===== src/rtl/cap_scan_scheduler.sv =====
`timescale 1ns/1ps
// cap_scan_scheduler
//   Shares a single charge / release / count measurement engine across
//   N_PADS capacitive touch pads. Each pad is driven high, released, and
//   its discharge time counted. The count is compared with a per-pad
//   self-calibrating baseline to produce a hysteretic touch flag.
//
// Ports:
//   clk           system clock
//   reset         synchronous, active-high reset
//   enable        scan enable, sampled only in IDLE and NEXT
//   pad_in        raw asynchronous pad levels (N_PADS)
//   pad_out       pad drive value; only bit cur_pad can be set
//   pad_oe        pad output enable (1 = drive); only bit cur_pad can be set
//   touched       registered per-pad touch state
//   cur_pad       index of the pad being measured
//   scan_done     one-cycle pulse when the sweep wraps back to pad 0
//   timeout_seen  sticky per-pad flag: discharge count reached TIMEOUT

module cap_scan_scheduler #(
  parameter int unsigned N_PADS        = 4,
  parameter int unsigned CHARGE_CYCLES = 16,
  parameter int unsigned CNT_W         = 10,
  parameter int unsigned TIMEOUT       = 1023,
  parameter int unsigned THRESH        = 8,
  parameter int unsigned BASE_SHIFT    = 3,
  localparam int unsigned PAD_W        = (N_PADS > 1) ? $clog2(N_PADS) : 1
) (
  input  logic              clk,
  input  logic              reset,
  input  logic              enable,
  input  logic [N_PADS-1:0] pad_in,
  output logic [N_PADS-1:0] pad_out,
  output logic [N_PADS-1:0] pad_oe,
  output logic [N_PADS-1:0] touched,
  output logic [PAD_W-1:0]  cur_pad,
  output logic              scan_done,
  output logic [N_PADS-1:0] timeout_seen
);

  localparam int unsigned TMR_W = (CHARGE_CYCLES > 1) ? $clog2(CHARGE_CYCLES) : 1;
  localparam int unsigned EXT_W = CNT_W + 1;

  typedef enum logic [2:0] {
    IDLE,
    CHARGE,
    RELEASE,
    EVAL,
    NEXT
  } state_t;

  state_t state_q, state_d;

  logic [TMR_W-1:0]  timer_q, timer_d;
  logic [CNT_W-1:0]  count_q, count_d;
  logic [PAD_W-1:0]  cur_pad_d;
  logic [N_PADS-1:0] touched_d;
  logic [N_PADS-1:0] timeout_d;
  logic              scan_done_d;
  logic [N_PADS-1:0] pad_oe_d;

  logic [N_PADS-1:0] sync1, sync2;
  logic              pad_sync;

  logic [CNT_W-1:0]  baseline [N_PADS];
  logic [N_PADS-1:0] base_valid;
  logic [CNT_W-1:0]  base_cur;
  logic              base_we;
  logic [CNT_W-1:0]  base_new;
  logic              touch_new;

  // Evaluation arithmetic, one bit wider than the counter so that
  // baseline + THRESH cannot wrap.
  logic [EXT_W-1:0]        cnt_ext, base_ext, thr_hi, thr_lo;
  logic signed [EXT_W-1:0] diff, step, base_iir;

  assign base_cur = baseline[cur_pad];
  assign pad_sync = sync2[cur_pad];

  assign cnt_ext  = EXT_W'(count_q);
  assign base_ext = EXT_W'(base_cur);
  assign thr_hi   = base_ext + EXT_W'(THRESH);
  assign thr_lo   = base_ext + EXT_W'(THRESH >> 1);

  // IIR step: floor((count - baseline) / 2^BASE_SHIFT). The result always
  // lies between baseline and count, so it fits CNT_W bits unsigned.
  assign diff     = $signed(cnt_ext) - $signed(base_ext);
  assign step     = diff >>> BASE_SHIFT;
  assign base_iir = $signed(base_ext) + step;

  // Next-state and output decode
  always_comb begin
    state_d     = state_q;
    timer_d     = timer_q;
    count_d     = count_q;
    cur_pad_d   = cur_pad;
    touched_d   = touched;
    timeout_d   = timeout_seen;
    scan_done_d = 1'b0;
    base_we     = 1'b0;
    base_new    = base_cur;
    touch_new   = 1'b0;
    pad_oe_d    = '0;

    case (state_q)
      IDLE: begin
        if (enable) begin
          state_d = CHARGE;
          timer_d = '0;
        end
      end

      CHARGE: begin
        if (timer_q == TMR_W'(CHARGE_CYCLES - 1)) begin
          state_d = RELEASE;
          count_d = '0;
        end else begin
          timer_d = timer_q + TMR_W'(1);
        end
      end

      // Count while the synchronised pad is still high; a stuck-high pad
      // is cut off at TIMEOUT so the sweep never stalls.
      RELEASE: begin
        if (!pad_sync) begin
          state_d = EVAL;
        end else if (count_q == CNT_W'(TIMEOUT)) begin
          state_d            = EVAL;
          timeout_d[cur_pad] = 1'b1;
        end else begin
          count_d = count_q + CNT_W'(1);
        end
      end

      EVAL: begin
        state_d = NEXT;
        if (!base_valid[cur_pad]) begin
          // First measurement after reset only seeds the baseline.
          base_we  = 1'b1;
          base_new = count_q;
        end else begin
          touch_new = touched[cur_pad];
          if (!touch_new && (cnt_ext > thr_hi)) begin
            touch_new = 1'b1;
          end else if (touch_new && (cnt_ext < thr_lo)) begin
            touch_new = 1'b0;
          end
          touched_d[cur_pad] = touch_new;
          // Baseline tracks drift only while the pad is untouched.
          if (!touch_new) begin
            base_we  = 1'b1;
            base_new = CNT_W'(base_iir);
          end
        end
        if (cur_pad == PAD_W'(N_PADS - 1)) begin
          cur_pad_d   = '0;
          scan_done_d = 1'b1;
        end else begin
          cur_pad_d = cur_pad + PAD_W'(1);
        end
      end

      NEXT: begin
        timer_d = '0;
        state_d = enable ? CHARGE : IDLE;
      end

      default: state_d = IDLE;
    endcase

    // Drive only the selected pad, and only while charging.
    if (state_d == CHARGE) begin
      pad_oe_d = N_PADS'(1) << cur_pad_d;
    end
  end

  // State and output registers
  always_ff @(posedge clk) begin
    if (reset) begin
      state_q      <= IDLE;
      timer_q      <= '0;
      count_q      <= '0;
      cur_pad      <= '0;
      pad_oe       <= '0;
      pad_out      <= '0;
      touched      <= '0;
      scan_done    <= 1'b0;
      timeout_seen <= '0;
      base_valid   <= '0;
      baseline     <= '{default: '0};
      sync1        <= '0;
      sync2        <= '0;
    end else begin
      state_q      <= state_d;
      timer_q      <= timer_d;
      count_q      <= count_d;
      cur_pad      <= cur_pad_d;
      pad_oe       <= pad_oe_d;
      pad_out      <= pad_oe_d;
      touched      <= touched_d;
      scan_done    <= scan_done_d;
      timeout_seen <= timeout_d;
      sync1        <= pad_in;
      sync2        <= sync1;
      if (base_we) begin
        baseline[cur_pad]   <= base_new;
        base_valid[cur_pad] <= 1'b1;
      end
    end
  end

endmodule


===== config.mk =====
export PLATFORM = sky130hd
export DESIGN_NAME = cap_scan_scheduler
export DESIGN_NICKNAME = d
export VERILOG_FILES = /design/src/rtl/cap_scan_scheduler.sv
export SDC_FILE = /design/constraint.sdc
export NUM_CORES = 1
export LEC_CHECK = 0
export BUFFER_PORTS_ARGS = -buffer_cell sky130_fd_sc_hd__buf_2
export CELL_PAD_IN_SITES_DETAIL_PLACEMENT = 1
export CELL_PAD_IN_SITES_GLOBAL_PLACEMENT = 1
export CORE_ASPECT_RATIO = 0.9
export CORE_UTILIZATION = 48
export DETAILED_ROUTE_END_ITERATION = 16
export GPL_TIMING_DRIVEN = 0
export PLACE_DENSITY_LB_ADDON = 0.1
export SLEW_MARGIN = 30
export SYNTH_ARGS = -nofsm -noshare
export SYNTH_HDL_FRONTEND = slang
export SYNTH_SLANG_ARGS = --single-unit

===== constraint.sdc =====
create_clock -name clk -period 6.5 [get_ports clk]
set_input_delay 0.65 -clock clk [delete_from_list [all_inputs] [get_ports clk]]
set_output_delay 0.65 -clock clk [all_outputs]
set_load 0.05 [all_outputs]

==> flow_metrics.env, run 1 <==
export IMPL_status="completed"
export IMPL_final_fill_count=1167
export IMPL_area_delta_synth_final_pct=11.6
export IMPL_clock_path_buffers=2
export IMPL_drive_above_1_share=0.148
export IMPL_hpwlAfterDp_um=10900
export IMPL_worstPathArrival_ps=5890
export IMPL_grt_start_max_net_pins=15
export IMPL_cp_required_ps=6760
export IMPL_post_cts_buffers=0
export IMPL_fin_cells=712
export IMPL_cts_resized=0
export IMPL_place_inst=696
export IMPL_leakage_nw=2.25
export IMPL_rows=34
export IMPL_coreArea_sq_mm=0.00987
export IMPL_power_density_mw_per_mm2=192
export IMPL_combinationalPowerShare=0.028
export IMPL_pwr_share_clk=0.483
export IMPL_grt_antenna_before_repair=0
export IMPL_setup_slack_ps=870
export IMPL_drc=0
export IMPL_setup_viol=0
export IMPL_rsz0062_at_grt="false"
export IMPL_ys_warn_count=0
export IMPL_cts_clk_slew_worst_paths_ps=60
export IMPL_pin_count=26
export IMPL_globalplace_congestion=0.822
export IMPL_wl_per_cell_um=20.3
export IMPL_endpoint_kind="flop"
export IMPL_switching_power_mw=0.241
export IMPL_vias=4203
export IMPL_cts_tree="done"
export IMPL_hp_class="flop to flop"
export IMPL_clk_latency_ps=340
export IMPL_clock_sinks=84
export IMPL_synthArstFlopShare=0
export IMPL_die_h_um=98.7
export IMPL_switching_share=0.226
export IMPL_setup_tns_ps=0
export IMPL_finalPower_mw=1.07
export IMPL_htreeDepth=3
export IMPL_p_seq_frac=0.489
export IMPL_start_util=0.506
export IMPL_synth_flop_cell="dfxtp_1"
export IMPL_startpoint_type="flop"
export IMPL_post_drt_via_cell_ratio=5.90
export IMPL_critPathKind="flop to flop"
export IMPL_ir_drop_v=0.000182
export IMPL_multi_input_area_sq_mm=0.00301
export IMPL_die_w_um=109
export IMPL_synth_cell_types=65
export IMPL_seqCellArea_sq_mm=0.00168
export IMPL_postRouteAntennaNets=0
export IMPL_tightestPinTransition_ps=916
export IMPL_synth_area_sq_mm=0.00499
export IMPL_min_period_ps=5630
export IMPL_first_global_vias=4441
export IMPL_relSlewSlack=0.374
export IMPL_drt_wl_total_um=14400
export IMPL_maxSlewViolCount=0
export IMPL_rrSetupSlack_ps=870
export IMPL_first_pass_iters=4
export IMPL_syn_avg_cell_area_sq_um=9.16
export IMPL_synth_edf_count=0
export IMPL_min_period_over_period=0.866
export IMPL_holdBufCountCts=0
export IMPL_cts_root_buffer="clkbuf_16"
export IMPL_grt_util_all_layers=0.288
export IMPL_cts_made_buffers=9
export IMPL_die_area_sq_mm=0.0108
export IMPL_seq_area_frac_synth=0.337
export IMPL_antenna_cells=0
export IMPL_nets=631
export IMPL_port_buffers=25
export IMPL_drtIter0Drc=201
export IMPL_hold_violations=0
export IMPL_synthCells=545
export IMPL_path_max_fanout=10
export IMPL_fmax_mhz=178
export IMPL_whs_ps=438
export IMPL_internal_power_mw=0.825
export IMPL_grt_pass1_wl_um=23500
export IMPL_max_cap_viol_count=0
export IMPL_place_ws_ps=860
export IMPL_syn_nets=595
export IMPL_fin_skew_ps=9.85
export IMPL_synth_seq_cells=84
export IMPL_overflow=0
## worst max-delay path, stage by stage (launching register included)
cell,delay (ps)
dfxtp_1,390
buf_6,210
buf_1,520
mux4_2,610
inv_1,130
ha_1,260
nor2b_4,140
o21ai_0,250
nand2_1,150
a21oi_1,190
xnor2_1,180
ha_1,280
a21oi_1,230
o221ai_1,190
o41ai_1,420
o21ai_0,210
xnor2_1,170
or4_1,420
a311o_1,410
mux2i_1,180
## synthesized netlist by cell type (5+ instances only)
library cell,instances,area (sq um)
o21ai_0,11,55.1
a211oi_1,11,82.6
nand2_1,55,206
inv_1,37,139
a21oi_1,28,140
nand3_1,10,50.1
clkbuf_1,13,48.8
xnor2_1,22,193
nor2b_1,18,113
mux2i_1,17,170
and3_1,5,31.3
xor2_1,12,105
ha_1,42,526
buf_4,6,45.0
o21a_1,10,75.1
nor3_1,9,45.0
buf_2,6,30.0
nor4_1,5,31.3
nand4_1,6,37.5
mux4_2,12,270
dfxtp_1,84,1680
nor2_1,42,158
a31oi_1,12,75.1
## placed cells by master, fill, tap and decap left out, drive strengths merged, types with 8 or more instances in the layout
cell     n
dfxtp   84
nand2   56
nor2    43
ha      42
buf     40
inv     38
a21oi   28
clkbuf  23
xnor2   22
nor2b   19
mux2i   17
nand3   14
o21ai   13
mux4    12
a31oi   12
xor2    12
a211oi  11
o21a    10
nor3    10
a221oi   8
## layer usage
metal / up-vias / track usage / wire length (um)
met3: 16 / 0.0516 / 657
met4: 0 / 0.0779 / 180
met2: 65 / 0.483 / 7010
met1: 2088 / 0.379 / 6610
li1: 2034 / - / -
met5: - / 0 / 0
## through the flow
stage / util / cell area (sq um)
2_1_floorplan: - / 4990
3_3_place_gp: 0.534 / 5270
3_5_place_dp: 0.534 / 5270
4_1_cts: 0.564 / 5570
5_1_grt: 0.564 / 5570
6_report: 0.564 / 5570
## cell type report
class / count / area share
well taps: 126 / 0.0283
multi-input cells: 395 / 0.541
clock buffers: 10 / 0.0411
repair buffers: 25 / 0.0225
inverters: 38 / 0.0261
plain buffers: 28 / 0.0270
clock inverters: 6 / 0.0117
flip-flops and latches: 84 / 0.302
## path summary, 6_finish.rpt
path,startpoint,endpoint,depth (start not counted)
max,cur_pad[0],baseline[39],19
max reg2reg,cur_pad[0],baseline[39],19
min,sync1[2],sync2[2],1
min reg2reg,sync1[2],sync2[2],1
## kinds of logic after synthesis
logic type / after synthesis / synth area share
AO/OA/AOI/OAI: 115 / 0.169
XOR/XNOR: 34 / 0.0597
adder cells (fa/ha/maj): 43 / 0.109
buffers and inverters: 66 / 0.0592
flip-flops: 84 / 0.337
multiplexers: 30 / 0.0905
AND/OR/NAND/NOR: 173 / 0.176
## power by group through the flow
stage,Combinational [mW],Clock [mW],Sequential [mW]
global placement,0.0274,0,0.533
finish,0.0293,0.515,0.522
floorplan,0.0170,0,0.534
CTS,0.0295,0.520,0.522
global route,0.0316,0.539,0.522
detailed placement,0.0291,0,0.533
## flip-flops by register name (all words and copies together) (netlist names)
name	flops
touched	4
pad_oe	4
count_q	10
sync2	4
sync1	4
base_valid	4
cur_pad	2
state_q	3
baseline	40
timer_q	4
timeout_seen	4
scan_done	1
Note: power is estimated with default switching activity, not from simulation.
==> inputs of run 2 (changes only) <==
Settings changed: ABC_AREA set to 1, CORE_UTILIZATION 48 to 45.
==> flow_metrics.env, run 2 <==
export IMPL_antenna_cells=0
export IMPL_setup_tns_ps=0
export IMPL_grt_util_all_layers=0.288
export IMPL_syn_nets=931
export IMPL_fin_skew_ps=11.1
export IMPL_pin_count=26
export IMPL_crit_family="simple AND/OR/NAND/NOR gates"
export IMPL_first_global_vias=6166
export IMPL_synthArstFlopShare=0
export IMPL_vias=5779
export IMPL_fmax_mhz=204
export IMPL_power_density_mw_per_mm2=167
export IMPL_most_common_layout_cells="nand2_1, inv_1, dfxtp_1"
export IMPL_startpoint_type="flop"
export IMPL_clock_sinks=84
export IMPL_synth_top_cell_by_area="dfxtp_1"
export IMPL_ir_drop_v=0.000194
export IMPL_synth_area_sq_mm=0.00593
export IMPL_first_pass_iters=4
export IMPL_tightestPinTransition_ps=799
export IMPL_cts_resized=0
export IMPL_cp_required_ps=6750
export IMPL_wl_per_cell_um=17.1
export IMPL_cts_made_buffers=9
export IMPL_cp_slowest_cell="dfxtp_1"
export IMPL_yosysTopAreaCellShare=0.284
export IMPL_hpwlAfterDp_um=14600
export IMPL_setup_viol=0
export IMPL_largest_reg_flops=40
export IMPL_leakage_nw=3.28
export IMPL_critPathBufInv=5
export IMPL_cpMostUsedCell="nand2_1"
export IMPL_cts_clk_slew_worst_paths_ps=70
export IMPL_rows=39
export IMPL_rsz0062_at_grt="false"
export IMPL_die_area_sq_mm=0.0136
export IMPL_globalplace_congestion=0.904
export IMPL_overflow=0
export IMPL_holdBufCountCts=0
export IMPL_final_common_cell="nand2_1"
export IMPL_endpoint_kind="flop"
export IMPL_clock_path_buffers=2
export IMPL_syn_avg_cell_area_sq_um=6.73
export IMPL_grt_antenna_before_repair=0
export IMPL_final_fill_count=1735
export IMPL_fin_util=0.513
export IMPL_cts_root_buffer="clkbuf_16"
export IMPL_reg_top3="baseline (40), count_q (10)"
export IMPL_nets=966
export IMPL_post_drt_via_cell_ratio=5.33
export IMPL_critPathKind="flop to flop"
export IMPL_start_util=0.464
export IMPL_seq_area_frac_synth=0.284
export IMPL_cp_num_cells=30
export IMPL_worstRegToRegCells=30
export IMPL_worstPathArrival_ps=5170
export IMPL_max_stage_delay_ps=530
export IMPL_holdPathStages=2
export IMPL_maxSlewViolCount=0
export IMPL_relSlewSlack=0.467
export IMPL_drtIter0Drc=253
export IMPL_synth_flop_cell="dfxtp_1"
export IMPL_die_h_um=111
export IMPL_htreeDepth=3
export IMPL_postRouteAntennaNets=0
export IMPL_post_cts_buffers=0
export IMPL_grt_pass1_wl_um=30100
export IMPL_cts_tree="done"
export IMPL_drive_above_1_share=0.147
export IMPL_synthCells=881
export IMPL_yosysMostFrequentCell="nand2_1"
export IMPL_synth_cell_types=42
export IMPL_synth_seq_cells=84
export IMPL_status="completed"
export IMPL_port_buffers=24
export IMPL_path_max_fanout=10
export IMPL_drc=0
export IMPL_grt_start_max_net_pins=17
export IMPL_hp_class="flop to flop"
export IMPL_max_cap_viol_count=0
export IMPL_clk_latency_ps=360
export IMPL_min_period_ps=4910
export IMPL_ys_warn_count=0
export IMPL_synthTopCellsByArea="dfxtp_1, nand2_1, inv_1"
export IMPL_hold_violations=0
export IMPL_regMostFlops="baseline"
export IMPL_area_delta_synth_final_pct=10.7
export IMPL_drt_wl_total_um=18600
export IMPL_coreArea_sq_mm=0.0128
export IMPL_ys_top_cells_by_count="nand2_1, inv_1, dfxtp_1, nand3_1, nor2_1"
export IMPL_min_period_over_period=0.756
export IMPL_die_w_um=123
export IMPL_synth_edf_count=0
run 2: changes by cell type after synthesis, sizes merged, moves of 12 or more:
cell,before,now
nor2,43,68
mux4,12,0
nand3,14,77
nand2,56,235
xnor2,22,5
a21oi,28,80
inv,38,164
o21ai,13,25
mux2i,17,0
nor2b,19,0
run 2: where the power goes:
group | switching, mW | total, mW | leakage (nW) | internal [mW]
Sequential | 0.00215 | 0.521 | 0.679 | 0.519
Combinational | 0.0247 | 0.0328 | 2.45 | 0.00806
Clock | 0.237 | 0.541 | 0.153 | 0.305
run 2: routing by layer:
layer / global-route usage / routed length (um) / part of all wire
met1: 0.345 / 8460 / 0.45
met2: 0.509 / 9110 / 0.49
met3: 0.0556 / 606 / 0.033
met4: 0.0908 / 436 / 0.023
met5: 0 / 0 / 0
run 2: worst paths after layout:
| path | to | startpoint | slack, ps |
|---|---|---|---|
| min reg2reg | sync2[2] | sync1[2] | 400 |
| max reg2reg | baseline[9] | cur_pad[0] | 1590 |
| min | sync2[2] | sync1[2] | 400 |
| max | baseline[9] | cur_pad[0] | 1590 |
run 2: final cells by class:
class | count | area [sq um] | share of cell area
Buffer | 31 | 211 | 0.0322
Clock buffer | 9 | 225 | 0.0343
Multi-Input combinational cell | 601 | 3410 | 0.520
Inverter | 165 | 622 | 0.0948
Timing Repair Buffer | 24 | 120 | 0.0183
Tap cell | 164 | 205 | 0.0313
Clock inverter | 7 | 81.3 | 0.0124
Sequential cell | 84 | 1680 | 0.256
run 2: cell families (layout without fill, tap and decap cells):
| group | after synthesis | count (layout) | synth area share |
|---|---|---|---|
| simple gates | 409 | 409 | 0.322 |
| buf+inv | 196 | 236 | 0.141 |
| compound gates | 125 | 125 | 0.127 |
| flops | 84 | 84 | 0.284 |
| fa+ha+maj | 43 | 43 | 0.0920 |
| xor+xnor | 24 | 24 | 0.0355 |
run 2: worst min-delay path, delay by kind of cell (launching register included):
family | cells | cell delay [ps]
buf+inv | 1 | 40
simple gates | 1 | 30
flops | 1 | 300
run 2: per-stage QoR:
step	total power, mW	setup slack (ps)	area (sq um)	hold slack [ps]	std cells
floorplan	0.555	2320	5930	388	881
global placement	0.564	1870	6250	391	1069
detailed placement	0.566	1660	6250	399	1069
CTS	1.10	1600	6560	407	1085
global route	1.12	1120	6560	420	1085
finish	1.10	1590	6560	405	1085
